$ cat config.mk
export PLATFORM = sky130hd
export DESIGN_NAME = serial_add_ctrl
export DESIGN_NICKNAME = d
export VERILOG_FILES = /design/src/rtl/serial_add_ctrl_pkg.sv /design/src/rtl/serial_add_ctrl_fa.sv /design/src/rtl/serial_add_ctrl.sv
export SDC_FILE = /design/constraint.sdc
export NUM_CORES = 1
export LEC_CHECK = 0
export CORE_MARGIN = 2
export CORE_UTILIZATION = 30
export DETAILED_ROUTE_END_ITERATION = 16
export SKIP_LAST_GASP = 1
export SYNTH_ARGS = -nofsm -noshare
export SYNTH_HDL_FRONTEND = slang
export SYNTH_SLANG_ARGS = --single-unit
export TNS_END_PERCENT = 50
$ cat constraint.sdc
create_clock -name clk -period 1.1 [get_ports clk]
set_input_delay 0.165 -clock clk [delete_from_list [all_inputs] [get_ports clk]]
set_output_delay 0.165 -clock clk [all_outputs]
set_load 0.005 [all_outputs]
$ cat src/rtl/serial_add_ctrl_pkg.sv
// Shared definitions for the bit-serial adder/subtractor controller:
// FSM state encoding and the operand width default and legal bounds.
package serial_add_ctrl_pkg;

    typedef enum logic [1:0] {
        IDLE = 2'd0,
        RUN  = 2'd1,
        DONE = 2'd2
    } state_t;

    localparam int WIDTH_DEFAULT = 8;
    localparam int WIDTH_MIN     = 2;
    localparam int WIDTH_MAX     = 32;

endpackage

$ cat src/rtl/serial_add_ctrl_fa.sv
// Single-bit full-adder cell; purely combinational, time-shared by the
// serial controller across all operand bits.
module serial_add_ctrl_fa (
    input  logic i1,
    input  logic i2,
    input  logic Cin,
    output logic Sum,
    output logic Cout
);

    assign Sum  = i1 ^ i2 ^ Cin;
    assign Cout = (i1 & i2) | (i1 & Cin) | (i2 & Cin);

endmodule

$ cat src/rtl/serial_add_ctrl.sv
// Bit-serial add/subtract controller: captures operands on start, walks one
// full-adder cell LSB-first through WIDTH cycles, then pulses done.
module serial_add_ctrl
    import serial_add_ctrl_pkg::*;
#(
    parameter int WIDTH = WIDTH_DEFAULT
) (
    input  logic             clk,
    input  logic             rst,
    input  logic             start,
    input  logic             sub,
    input  logic [WIDTH-1:0] a,
    input  logic [WIDTH-1:0] b,
    input  logic             cin,
    output logic             busy,
    output logic             done,
    output logic [WIDTH-1:0] sum,
    output logic             cout
);

    localparam int              CW   = $clog2(WIDTH);
    localparam logic [CW-1:0]   LAST = CW'(WIDTH - 1);

    if (WIDTH < WIDTH_MIN || WIDTH > WIDTH_MAX) begin : g_bad_width
        $error("serial_add_ctrl: WIDTH out of legal range");
    end

    state_t           state;
    logic [WIDTH-1:0] a_sr;
    logic [WIDTH-1:0] b_sr;
    logic             carry;
    logic [CW-1:0]    cnt;
    logic             fa_sum;
    logic             fa_cout;

    serial_add_ctrl_fa u_fa (
        .i1   (a_sr[0]),
        .i2   (b_sr[0]),
        .Cin  (carry),
        .Sum  (fa_sum),
        .Cout (fa_cout)
    );

    // NOTE: every register here is updated with <= so that all of them see
    // the pre-edge values of a_sr/b_sr/carry; blocking '=' would let the
    // shift happen before the cell's outputs are consumed.
    always_ff @(posedge clk) begin
        if (rst) begin
            state <= IDLE;
            busy  <= 1'b0;
            done  <= 1'b0;
            sum   <= '0;
            cout  <= 1'b0;
            cnt   <= '0;
            carry <= 1'b0;
            a_sr  <= '0;
            b_sr  <= '0;
        end else begin
            case (state)
                IDLE: begin
                    if (start) begin
                        // Subtraction is a + ~b + 1, so invert B and seed carry with 1.
                        a_sr  <= a;
                        b_sr  <= sub ? ~b : b;
                        carry <= sub ? 1'b1 : cin;
                        cnt   <= '0;
                        busy  <= 1'b1;
                        state <= RUN;
                    end
                end
                RUN: begin
                    sum   <= {fa_sum, sum[WIDTH-1:1]};
                    a_sr  <= a_sr >> 1;
                    b_sr  <= b_sr >> 1;
                    carry <= fa_cout;
                    cnt   <= cnt + CW'(1);
                    if (cnt == LAST) begin
                        busy  <= 1'b0;
                        done  <= 1'b1;
                        cout  <= fa_cout;
                        state <= DONE;
                    end
                end
                DONE: begin
                    done  <= 1'b0;
                    state <= IDLE;
                end
                default: state <= IDLE;
            endcase
        end
    end

endmodule

==> results of run 1 <==
==> metrics by stage <==
stage / cell area, µm² / hold WS (ns) / total power, mW
after CTS: 2090 / 0.459 / 2.68
after global placement: 1970 / 0.446 / 1.80
after global routing: 2210 / 0.477 / 2.83
after detailed placement: 1970 / 0.452 / 1.80
final: 2210 / 0.453 / 2.69
after floorplan: 1480 / 0.313 / 1.59
==> tightest hold or removal path: cells and delay by family, from the launching register on <==
kind | cells | cell delay [ns]
and+or+nand+nor | 1 | 0.05
AOI/OAI and AO/OA | 1 | 0.05
DFF | 1 | 0.30
==> state kept, by name, indices dropped and copies added, names as in the netlist <==
signal	count
done	1
sum	8
state	2
a_sr	8
busy	1
carry	1
b_sr	8
cout	1
cnt	3
==> layer usage <==
layer  track usage, %  wire [µm]  part of all wire [%]
met3             4.97        159                   4.9
met5                0          0                     0
met4             4.94         45                   1.4
met2             19.7       1570                    48
met1             16.4       1500                    46
==> cells in the mapped netlist <==
cell / number / share of area, %
a211oi_1: 8 / 4.2
a21oi_1: 11 / 3.8
a22oi_1: 11 / 5.8
a2bb2oi_1: 1 / 0.61
buf_2: 5 / 1.7
buf_4: 1 / 0.52
buf_6: 2 / 1.6
clkbuf_1: 4 / 1.0
dfxtp_1: 33 / 46
fa_1: 1 / 1.4
ha_1: 2 / 1.7
inv_1: 3 / 0.79
mux2i_1: 1 / 0.70
nand2_1: 18 / 4.7
nand2b_1: 3 / 1.3
nand3_1: 1 / 0.35
nand3b_1: 2 / 1.0
nor2_1: 20 / 5.2
nor2b_1: 2 / 0.87
nor3_1: 1 / 0.35
nor3b_2: 1 / 0.87
o21ai_0: 2 / 0.70
o21ba_2: 1 / 0.70
o21bai_2: 1 / 0.79
o22ai_1: 9 / 3.9
o2bb2ai_1: 5 / 3.1
o41ai_2: 1 / 1.1
xnor2_1: 7 / 4.3
xor2_1: 1 / 0.61
==> report_power, final <==
part / internal, mW / switching (mW) / total, mW
Combinational: 0.288 / 0.219 / 0.507
Sequential: 1.27 / 0.0539 / 1.32
Clock: 0.438 / 0.428 / 0.865
Total: 1.99 / 0.701 / 2.69
==> how the worst max path moves through the flow <==
stage | startpoint | to
3_3_place_gp | start | b_sr[6]$_SDFFE_PP0P_
4_1_cts | done$_SDFFE_PP0P_ | done
2_1_floorplan | state[1]$_SDFFE_PP0P_ | b_sr[5]$_SDFFE_PP0P_
3_5_place_dp | start | b_sr[5]$_SDFFE_PP0P_
5_1_grt | state[1]$_SDFFE_PP0P_ | a_sr[4]$_SDFFE_PP0P_
6_report | state[1]$_SDFFE_PP0P_ | a_sr[4]$_SDFFE_PP0P_
==> what timing repair did <==
action,CTS,global route
setup buffers,3,2
setup endpoints to repair,33,31
gates resized for setup,25,31
pin swaps,2,10
==> cells by family (layout without fill, tap and decap cells) <==
| group | after synthesis | in the layout | synth area share [%] |
|---|---|---|---|
| buf+inv | 15 | 67 | 5.68 |
| mux | 1 | 1 | 0.699 |
| fa+ha+maj | 3 | 3 | 3.14 |
| xor+xnor | 8 | 8 | 4.89 |
| flops | 33 | 33 | 46.1 |
| compound gates | 50 | 50 | 24.7 |
| simple gates | 48 | 48 | 14.8 |
==> final cells by class <==
type	instances	share of cell area, %
Clock buffer	6	3.28
Clock inverter	2	0.452
Inverter	3	0.678
Multi-Input combinational cell	110	37.3
Sequential cell	33	30.8
Tap cell	54	3.05
Timing Repair Buffer	56	24.5
==> results.tsv, run 1 <==
metric	value	unit
Final min period	1.13	ns
first-pass iteration count of the detailed router	4	
# diodes	0	
average footprint of a synthesized cell	9.07	µm²
number of cells after detailed placement	252	
worst hold path type	register to register	
clock-pin slew reported for the worst setup and hold paths after clock tree synthesis	0.07	ns
num rows	25	
Final Hold Violating Endpoints	0	
Worst Min Path Start	cout$_SDFFE_PP0P_	
minimum setup slack among reg-to-reg paths	-0.03	ns
endpoint arrival time on the critical path	1.33	ns
final cell utilization of the core	47.5	%
maximum number of pins on one net before global-route repair	15	
setup slack after layout	-0.0258	ns
Die Height	73.1	µm
via count of the first global-routing pass	1211	
worst endpoint required time	1.31	ns
worst IR drop on VDD	0.571	mV
Worst Setup Path Type	register to register	
cells on worst reg2reg path	4	
number of pins exceeding their max-slew limit in the final report	0	
first-pass GRT wire length	5280	µm
endpoint of the most critical register-to-register path	a_sr[4]$_SDFFE_PP0P_	
synthesized instance count	158	
Synth Warn #	0	
DR iter-0 viols	37	
placed wire-length estimate	2310	µm
outcome	finished with violations	
initial core utilization	30.7	%
count of cell instances traversed by the critical path	4	
Die W	73.1	µm
remaining max-slew budget at the tightest pin	78.4	%
library cell used as clock root buffer	clkbuf_8	
CP peak stage delay	0.40	ns
max capacitance violation total	0	
Power Dens Cells	1220	nW/µm²
TritonCTS clock tree	built	
CTS Buf Count	5	
Slowest cell on crit path	dfxtp_4	
Non-Filler Instances	264	
maximum clock rate	888	MHz
family with the most delay on the worst path	flip-flops	
initial antenna violation count	0	
number of top-level design ports	32	
Die Outline Area	5340	µm²
Buffers & Inverters on Critical Path	3	
worst slack at placement	-0.398	ns
setup TNS after final layout	-0.0546	ns
fraction of layout instances using a drive strength above 1	33.8	%
most frequent cells in the layout	nor2_1 (20), dfxtp_1 (20), clkdlybuf4s50_1 (19), nand2_1 (17), buf_4 (15)	
Leak Pwr	0.875	nW
Layout Skew	0.00679	ns
Worst setup SP type	register	
global router's overall resource usage	12.9	%
total area of sequential cells	682	µm²
net total in the final layout	233	
area inside the core boundary	4660	µm²
unrepaired setup endpoints after global routing	true	
final routed DRC violation total	0	
portion of the post-synthesis area used by sequential elements	46.1	%
total overflow reported by the global router	0	
WL/cell	12.4	µm
via/cell ratio	4.94	
end point of the worst hold path	cout$_SDFFE_PP0P_	
Area growth syn-to-layout	54.5	%
total of flip-flops plus latches after synthesis	33	
# H-tree levels	2	
Filler Cells Inserted	462	
cell mode on critical path	buf_6	
final worst path period share	102	%
hold path depth	2	
netlist area before placement	1430	µm²
Max Root-Sink Buffers	2	
maximum net fanout on the critical path	7	
wire length reported by the detailed router	3280	µm
start of the worst register-to-register path	state[1]$_SDFFE_PP0P_	
clock tree sinks	33	
count of unique library cells instantiated by Yosys	29	
clock latency on the worst-skew pair	0.28	ns
count of hold buffers inserted by post-cts repair	0	
cell chain of the critical path	buf_6 -> buf_6 -> clkinvlp_4 -> a211oi_2	
area of the multi-input gates	825	µm²
type of element capturing the critical path	register	
endpoints failing setup	5	
via count	1304	
Placer Congestion	0.724	
count of nets left with antenna violations after detail routing	0	
# port buffers	31	
Tightest Pin Transition	0.324	ns
net count of the mapped netlist	182	
failing checks	negative setup slack	
(Power assumes the default switching activity.)
==> run 2, diff against run 1 <==
--- a/config.mk
+++ b/config.mk
@@ -5,11 +5,13 @@
 export SDC_FILE = /design/constraint.sdc
 export NUM_CORES = 1
 export LEC_CHECK = 0
+export ABC_AREA = 1
 export CORE_MARGIN = 2
 export CORE_UTILIZATION = 30
 export DETAILED_ROUTE_END_ITERATION = 16
 export SKIP_LAST_GASP = 1
 export SYNTH_ARGS = -nofsm -noshare
 export SYNTH_HDL_FRONTEND = slang
+export SYNTH_HIERARCHICAL = 1
 export SYNTH_SLANG_ARGS = --single-unit
 export TNS_END_PERCENT = 50
==> run 2 against run 1 <==
Net effect: the flow still finishes with violations (negative setup slack); first-iteration DRC count grew 51%; final cell count grew 35%; largest cell class unchanged; cell area grew 7.3%; sequential power is essentially flat; sequential share of layout area shrank 2.2 points; critical endpoint is now carry$_SDFFE_PP0P_; largest power group unchanged; register-to-register slack lost 0.03 ns; via count grew 22%; core utilization shrank 0.37 points.
==> results.tsv, run 2 <==
metric	value	unit
worst IR drop on VDD	0.549	mV
net total in the final layout	309	
final worst path period share	105	%
Synth top area share	42.5	%
worst endpoint required time	1.27	ns
via/cell ratio	4.48	
Placer Congestion	0.771	
Slowest cell on crit path	fa_2	
family with the most delay on the worst path	adder cells	
maximum number of pins on one net before global-route repair	19	
Final min period	1.16	ns
unrepaired setup endpoints after global routing	true	
maximum clock rate	863	MHz
failing checks	negative setup slack	
Area growth syn-to-layout	52.8	%
Max Root-Sink Buffers	2	
Synth Warn #	6	
Tightest Pin Transition	0.198	ns
number of top-level design ports	32	
hold path depth	4	
Synth async-reset ratio	0	%
Design Power	2.74	mW
initial core utilization	30.8	%
# diodes	0	
final routed DRC violation total	0	
first-pass GRT wire length	6090	µm
via count	1596	
Min Hold Slack	0.420	ns
Final Hold Violating Endpoints	0	
first-pass iteration count of the detailed router	6	
# H-tree levels	2	
Worst Setup Path Type	register to register	
area inside the core boundary	5040	µm²
synthesized instance count	228	
count of flip-flops with a built-in enable after synthesis	0	
CP peak stage delay	0.38	ns
average footprint of a synthesized cell	6.82	µm²
endpoint arrival time on the critical path	1.33	ns
num rows	26	
DR iter-0 viols	56	
max capacitance violation total	0	
setup slack after layout	-0.0590	ns
remaining max-slew budget at the tightest pin	86.8	%
registers with the most flip-flops	a_sr (8), b_sr (8), sum (8)	
number of cells after detailed placement	342	
Die W	76	µm
WL/cell	10.3	µm
outcome	finished with violations	
Layout Skew	0.00405	ns
end point of the worst hold path	cnt[0]$_SDFFE_PP0P_	
via count of the first global-routing pass	1411	
total overflow reported by the global router	0	
number of pins exceeding their max-slew limit in the final report	0	
endpoints failing setup	2	
Non-Filler Instances	356	
Power Dens Cells	1150	nW/µm²
cell with the most instances after synthesis	nand2_1	
minimum setup slack among reg-to-reg paths	-0.06	ns
count of nets left with antenna violations after detail routing	0	
clock latency on the worst-skew pair	0.28	ns
Leak Pwr	1.17	nW
most common cell after layout, fill and taps aside	nand2_1	
Buffers & Inverters on Critical Path	0	
net count of the mapped netlist	252	
portion of the post-synthesis area used by sequential elements	42.5	%
cell chain of the critical path	fa_2 -> nand3b_1 -> nand3_1 -> a21oi_1	
clock-pin slew reported for the worst setup and hold paths after clock tree synthesis	0.07	ns
netlist area before placement	1560	µm²
final cell utilization of the core	47.1	%
most frequent cells in the layout	nand2_1 (56), nor2_1 (37), nand3_1 (26), buf_4 (21), dfxtp_1 (20)	
wire length reported by the detailed router	3670	µm
cells on worst reg2reg path	4	
cell type with the highest aggregate area in the netlist	dfxtp_1	
count of hold buffers inserted by post-cts repair	0	
initial antenna violation count	0	
leading post-synthesis cells by instance count	nand2_1 (60), nor2_1 (42), dfxtp_1 (33), nand3_1 (33), inv_1 (20)	
# port buffers	31	
predominant post-synthesis flop cell	dfxtp_1	
start of the worst register-to-register path	a_sr[0]$_SDFFE_PP0P_	
CTS Buf Count	5	
endpoint of the most critical register-to-register path	carry$_SDFFE_PP0P_	
TritonCTS clock tree	built	
clock tree sinks	33	
placed wire-length estimate	2560	µm
type of element capturing the critical path	register	
fraction of layout instances using a drive strength above 1	25.9	%
Worst Min Path Start	start	
top cells by area in the synthesized netlist	dfxtp_1 (42%), nand2_1 (14%), nand3_1 (11%)	
library cell used as clock root buffer	clkbuf_8	
Die Outline Area	5780	µm²
global router's overall resource usage	12.8	%
maximum net fanout on the critical path	2	
Worst setup SP type	register	
total of flip-flops plus latches after synthesis	33	
worst hold path type	primary input to register	
count of unique library cells instantiated by Yosys	22	
Die Height	76	µm
## run 2: kinds of logic after synthesis
group,share of synthesized area [%]
buf+inv,9.90
compound gates,5.79
xor+xnor,0.563
simple gates,38.4
fa+ha+maj,2.90
flops,42.5
## run 2: worst register-to-register path, cell delays in order, from the launching register on
cell      delay, ns
dfxtp_2        0.33
fa_2           0.38
nand3b_1       0.18
nand3_1        0.10
a21oi_1        0.06
## run 2: area by class of cell
type	count	area, µm²
Sequential cell	33	679
Multi-Input combinational cell	163	853
Tap cell	70	87.6
Clock buffer	8	80.1
Inverter	22	90.1
Fill cell	513	2670
Timing Repair Buffer	60	586
## run 2: worst max path at each step
| stage | start | to | depth (start not counted) |
|---|---|---|---|
| final | a_sr[0]$_SDFFE_PP0P_ | carry$_SDFFE_PP0P_ | 4 |
| after floorplan | cnt[0]$_SDFFE_PP0P_ | cout$_SDFFE_PP0P_ | 7 |
| after CTS | sum[1]$_SDFFE_PP0P_ | sum[1] | 1 |
| after global routing | a_sr[0]$_SDFFE_PP0P_ | carry$_SDFFE_PP0P_ | 4 |
| after global placement | start | b_sr[6]$_SDFFE_PP0P_ | 8 |
| after detailed placement | start | b_sr[4]$_SDFFE_PP0P_ | 7 |
## run 2: metal layers
| metal | global-route usage (%) | wire [µm] | vias to the layer above |
|---|---|---|---|
| li1 | - | - | 828 |
| met1 | 14.8 | 1680 | 725 |
| met2 | 22.1 | 1790 | 38 |
| met3 | 3.67 | 149 | 5 |
| met4 | 5.45 | 45 | 0 |
| met5 | 0 | 0 | - |
## run 2: stage by stage
| step | TNS [ns] | cell area (µm²) | worst slack [ns] |
|---|---|---|---|
| after floorplan | -0.00273 | 1560 | -0.00273 |
| after global placement | -5.02 | 2070 | -0.257 |
| after detailed placement | -5.68 | 2070 | -0.290 |
| after CTS | -0.324 | 2200 | -0.188 |
| after global routing | -0.638 | 2380 | -0.107 |
| final | -0.0591 | 2380 | -0.0590 |
## run 2: power breakdown
group / leakage, nW / internal (mW) / switching (mW) / total, mW
Clock: 0.0395 / 0.449 / 0.420 / 0.869
Combinational: 0.857 / 0.293 / 0.254 / 0.547
Sequential: 0.276 / 1.27 / 0.0470 / 1.32
## run 2: repair_timing
item | in CTS | in global routing
endpoints found under the setup margin | 29 | 28
gates resized for setup | 29 | 32
pin swaps | 4 | 8
cloned | 0 | 1
buffers inserted | 1 | 4
endpoints found under the hold margin | 0 | 0
==> run 3, diff against run 2 <==
--- a/config.mk
+++ b/config.mk
@@ -7,11 +7,11 @@
 export LEC_CHECK = 0
 export ABC_AREA = 1
 export CORE_MARGIN = 2
-export CORE_UTILIZATION = 30
+export CORE_UTILIZATION = 45
 export DETAILED_ROUTE_END_ITERATION = 16
+export PLACE_DENSITY = 0.74
 export SKIP_LAST_GASP = 1
 export SYNTH_ARGS = -nofsm -noshare
 export SYNTH_HDL_FRONTEND = slang
-export SYNTH_HIERARCHICAL = 1
 export SYNTH_SLANG_ARGS = --single-unit
 export TNS_END_PERCENT = 50
==> run 3 against run 2 <==
Net effect: the flow still finishes with violations (negative setup slack); non-clock buffer count decreased by 5; core utilization up 17 points; register-to-register slack better by 0.06 ns; worst hold slack lost 0.028 ns; sequential cell count unchanged; critical path depth fell by 1; cell area down 10%; sequential share of layout area grew 3.3 points; clock power fell by 27%; synthesized area decreased by 0.48%; worst setup slack improved by 0.057 ns; routed wire length fell by 9.1%; critical endpoint is now sum[7]$_SDFFE_PP0P_; largest cell class unchanged.
==> results.tsv, run 3 <==
metric	value	unit
outcome	finished with violations	
failing checks	negative setup slack	
fraction of layout instances using a drive strength above 1	20.6	%
Die Outline Area	3920	µm²
final cell utilization of the core	64.6	%
synthesized instance count	227	
Psw	0.684	mW
Die W	62.6	µm
Buffers & Inverters on Critical Path	0	
# H-tree levels	2	
Worst setup SP type	register	
count of nets left with antenna violations after detail routing	0	
portion of the post-synthesis area used by sequential elements	42.7	%
area inside the core boundary	3310	µm²
average footprint of a synthesized cell	6.82	µm²
Flop pwr share	53.1	%
total of flip-flops plus latches after synthesis	33	
unrepaired setup endpoints after global routing	true	
first-pass iteration count of the detailed router	4	
number of top-level design ports	32	
via/cell ratio	4.66	
clock latency on the worst-skew pair	0.32	ns
predominant post-synthesis flop cell	dfxtp_1	
Design Power	2.50	mW
design internal power	1.81	mW
maximum net fanout on the critical path	2	
placed wire-length estimate	2300	µm
# port buffers	31	
Placer Congestion	0.797	
leading post-synthesis cells by instance count	nand2_1 (60), nor2_1 (43), dfxtp_1 (33), nand3_1 (32), inv_1 (20)	
count of flip-flops with a built-in enable after synthesis	0	
worst IR drop on VDD	0.577	mV
Die Height	62.6	µm
via count	1525	
max capacitance violation total	0	
WL/cell	10.2	µm
initial core utilization	46.7	%
number of cells after detailed placement	311	
clock network fraction of design power	25.4	%
# diodes	0	
maximum number of pins on one net before global-route repair	21	
Synth top area share	42.7	%
Synth Warn #	0	
net total in the final layout	304	
Leak Pwr	1.08	nW
wire length reported by the detailed router	3330	µm
Final Hold Violating Endpoints	0	
cell type with the highest aggregate area in the netlist	dfxtp_1	
clock tree sinks	33	
DR iter-0 viols	87	
net switching fraction of the power	27.4	%
count of hold buffers inserted by post-cts repair	0	
count of unique library cells instantiated by Yosys	22	
most frequent cells in the layout	nand2_1 (59), nor2_1 (42), nand3_1 (32), buf_4 (21), clkdlybuf4s50_1 (20)	
registers with the most flip-flops	a_sr (8), b_sr (8), sum (8)	
Filler Cells Inserted	313	
Layout Skew	0.00484	ns
CP peak stage delay	0.55	ns
maximum clock rate	908	MHz
cell chain of the critical path	fa_2 -> o21ai_0 -> nor2_1	
Final min period	1.10	ns
setup TNS after final layout	-0.00171	ns
num rows	21	
worst hold path type	primary input to register	
net count of the mapped netlist	251	
final worst path period share	100	%
most common cell after layout, fill and taps aside	nand2_1	
top cells by area in the synthesized netlist	dfxtp_1 (43%), nand2_1 (15%), nor2_1 (10%)	
worst endpoint required time	1.36	ns
total overflow reported by the global router	0	
Logic pwr share	21.4	%
netlist area before placement	1550	µm²
cell with the most instances after synthesis	nand2_1	
final routed DRC violation total	0	
worst slack at placement	-0.288	ns
Area growth syn-to-layout	38.1	%
CTS Buf Count	5	
final design area excluding fillers	2140	µm²
Slowest cell on crit path	fa_2	
via count of the first global-routing pass	1385	
global router's overall resource usage	18.4	%
Worst Setup Path Type	register to register	
Non-Filler Instances	327	
endpoint arrival time on the critical path	1.36	ns
minimum setup slack among reg-to-reg paths	-0.002	ns
library cell used as clock root buffer	clkbuf_4	
first-pass GRT wire length	5840	µm
Tightest Pin Transition	0.244	ns
initial antenna violation count	0	
clock-pin slew reported for the worst setup and hold paths after clock tree synthesis	0.10	ns
type of element capturing the critical path	register	
family with the most delay on the worst path	adder cells	
setup slack after layout	-0.00171	ns
Post-Place Cell Area	1990	µm²
Max Root-Sink Buffers	2	
Min Hold Slack	0.391	ns
endpoints failing setup	1	
TritonCTS clock tree	built	
Power Dens Cells	1170	nW/µm²
remaining max-slew budget at the tightest pin	83.7	%
Synth async-reset ratio	0	%
number of pins exceeding their max-slew limit in the final report	0	
## run 3: changes by cell type after synthesis, sizes merged
cell / delta
and3: -1
buf: -1
nand2: -1
nand3b: -1
nor2: +1
o21a: +1
o21ai: +1
## run 3: area by class of cell
| cell class | instances | area [µm²] | area share (%) |
|---|---|---|---|
| multi-input combinational | 163 | 756 | 35.4 |
| sequential | 33 | 682 | 31.9 |
| timing repair buffer | 55 | 500 | 23.4 |
| inverter | 22 | 92.6 | 4.33 |
| tap | 46 | 57.6 | 2.69 |
| clock buffer | 8 | 48.8 | 2.28 |
## run 3: kinds of logic (layout without fill, tap and decap cells)
group / count (synthesis) / in the layout / synth area share (%)
AOI/OAI and AO/OA: 20 / 20 / 6.63
xor gates and xnor gates: 1 / 1 / 0.566
adders and majority gates: 3 / 3 / 2.91
buffers and inverters: 31 / 85 / 9.38
DFF: 33 / 33 / 42.7
and+or+nand+nor: 139 / 139 / 37.8
## run 3: final timing paths
check        cells after the start              endpoint                start
max reg2reg                      3   sum[7]$_SDFFE_PP0P_   carry$_SDFFE_PP0P_
max                              3   sum[7]$_SDFFE_PP0P_   carry$_SDFFE_PP0P_
min reg2reg                      1   cnt[0]$_SDFFE_PP0P_  cnt[0]$_SDFFE_PP0P_
min                              3  a_sr[7]$_SDFFE_PP0P_                 a[7]
## run 3: repair_timing
action | CTS | global route
endpoints found under the setup margin | 28 | 35
gates resized for setup | 26 | 14
pin swaps | 2 | 0
cloned | 0 | 0
setup buffers | 7 | 1
## run 3: worst register-to-register path: stages (launching register included)
cell and delay, ns:
dfxtp_2 0.34, fa_2 0.55, o21ai_0 0.08, nor2_1 0.07
## run 3: power groups by stage
stage	sequential [mW]	combinational, mW	clock (mW)
global route	1.34	0.604	0.708
CTS	1.32	0.521	0.651
finish	1.33	0.536	0.635
floorplan	1.35	0.274	0
detailed placement	1.35	0.499	0
global placement	1.35	0.491	0
## run 3: routing by layer
layer  track usage, %  vias to the layer above  part of all wire [%]
met1             23.6                      662                    47
met5                0                        -                     0
li1                 -                      818                     -
met2             29.8                       43                    47
met4             7.22                        0                  0.39
met3             4.50                        2                   5.2
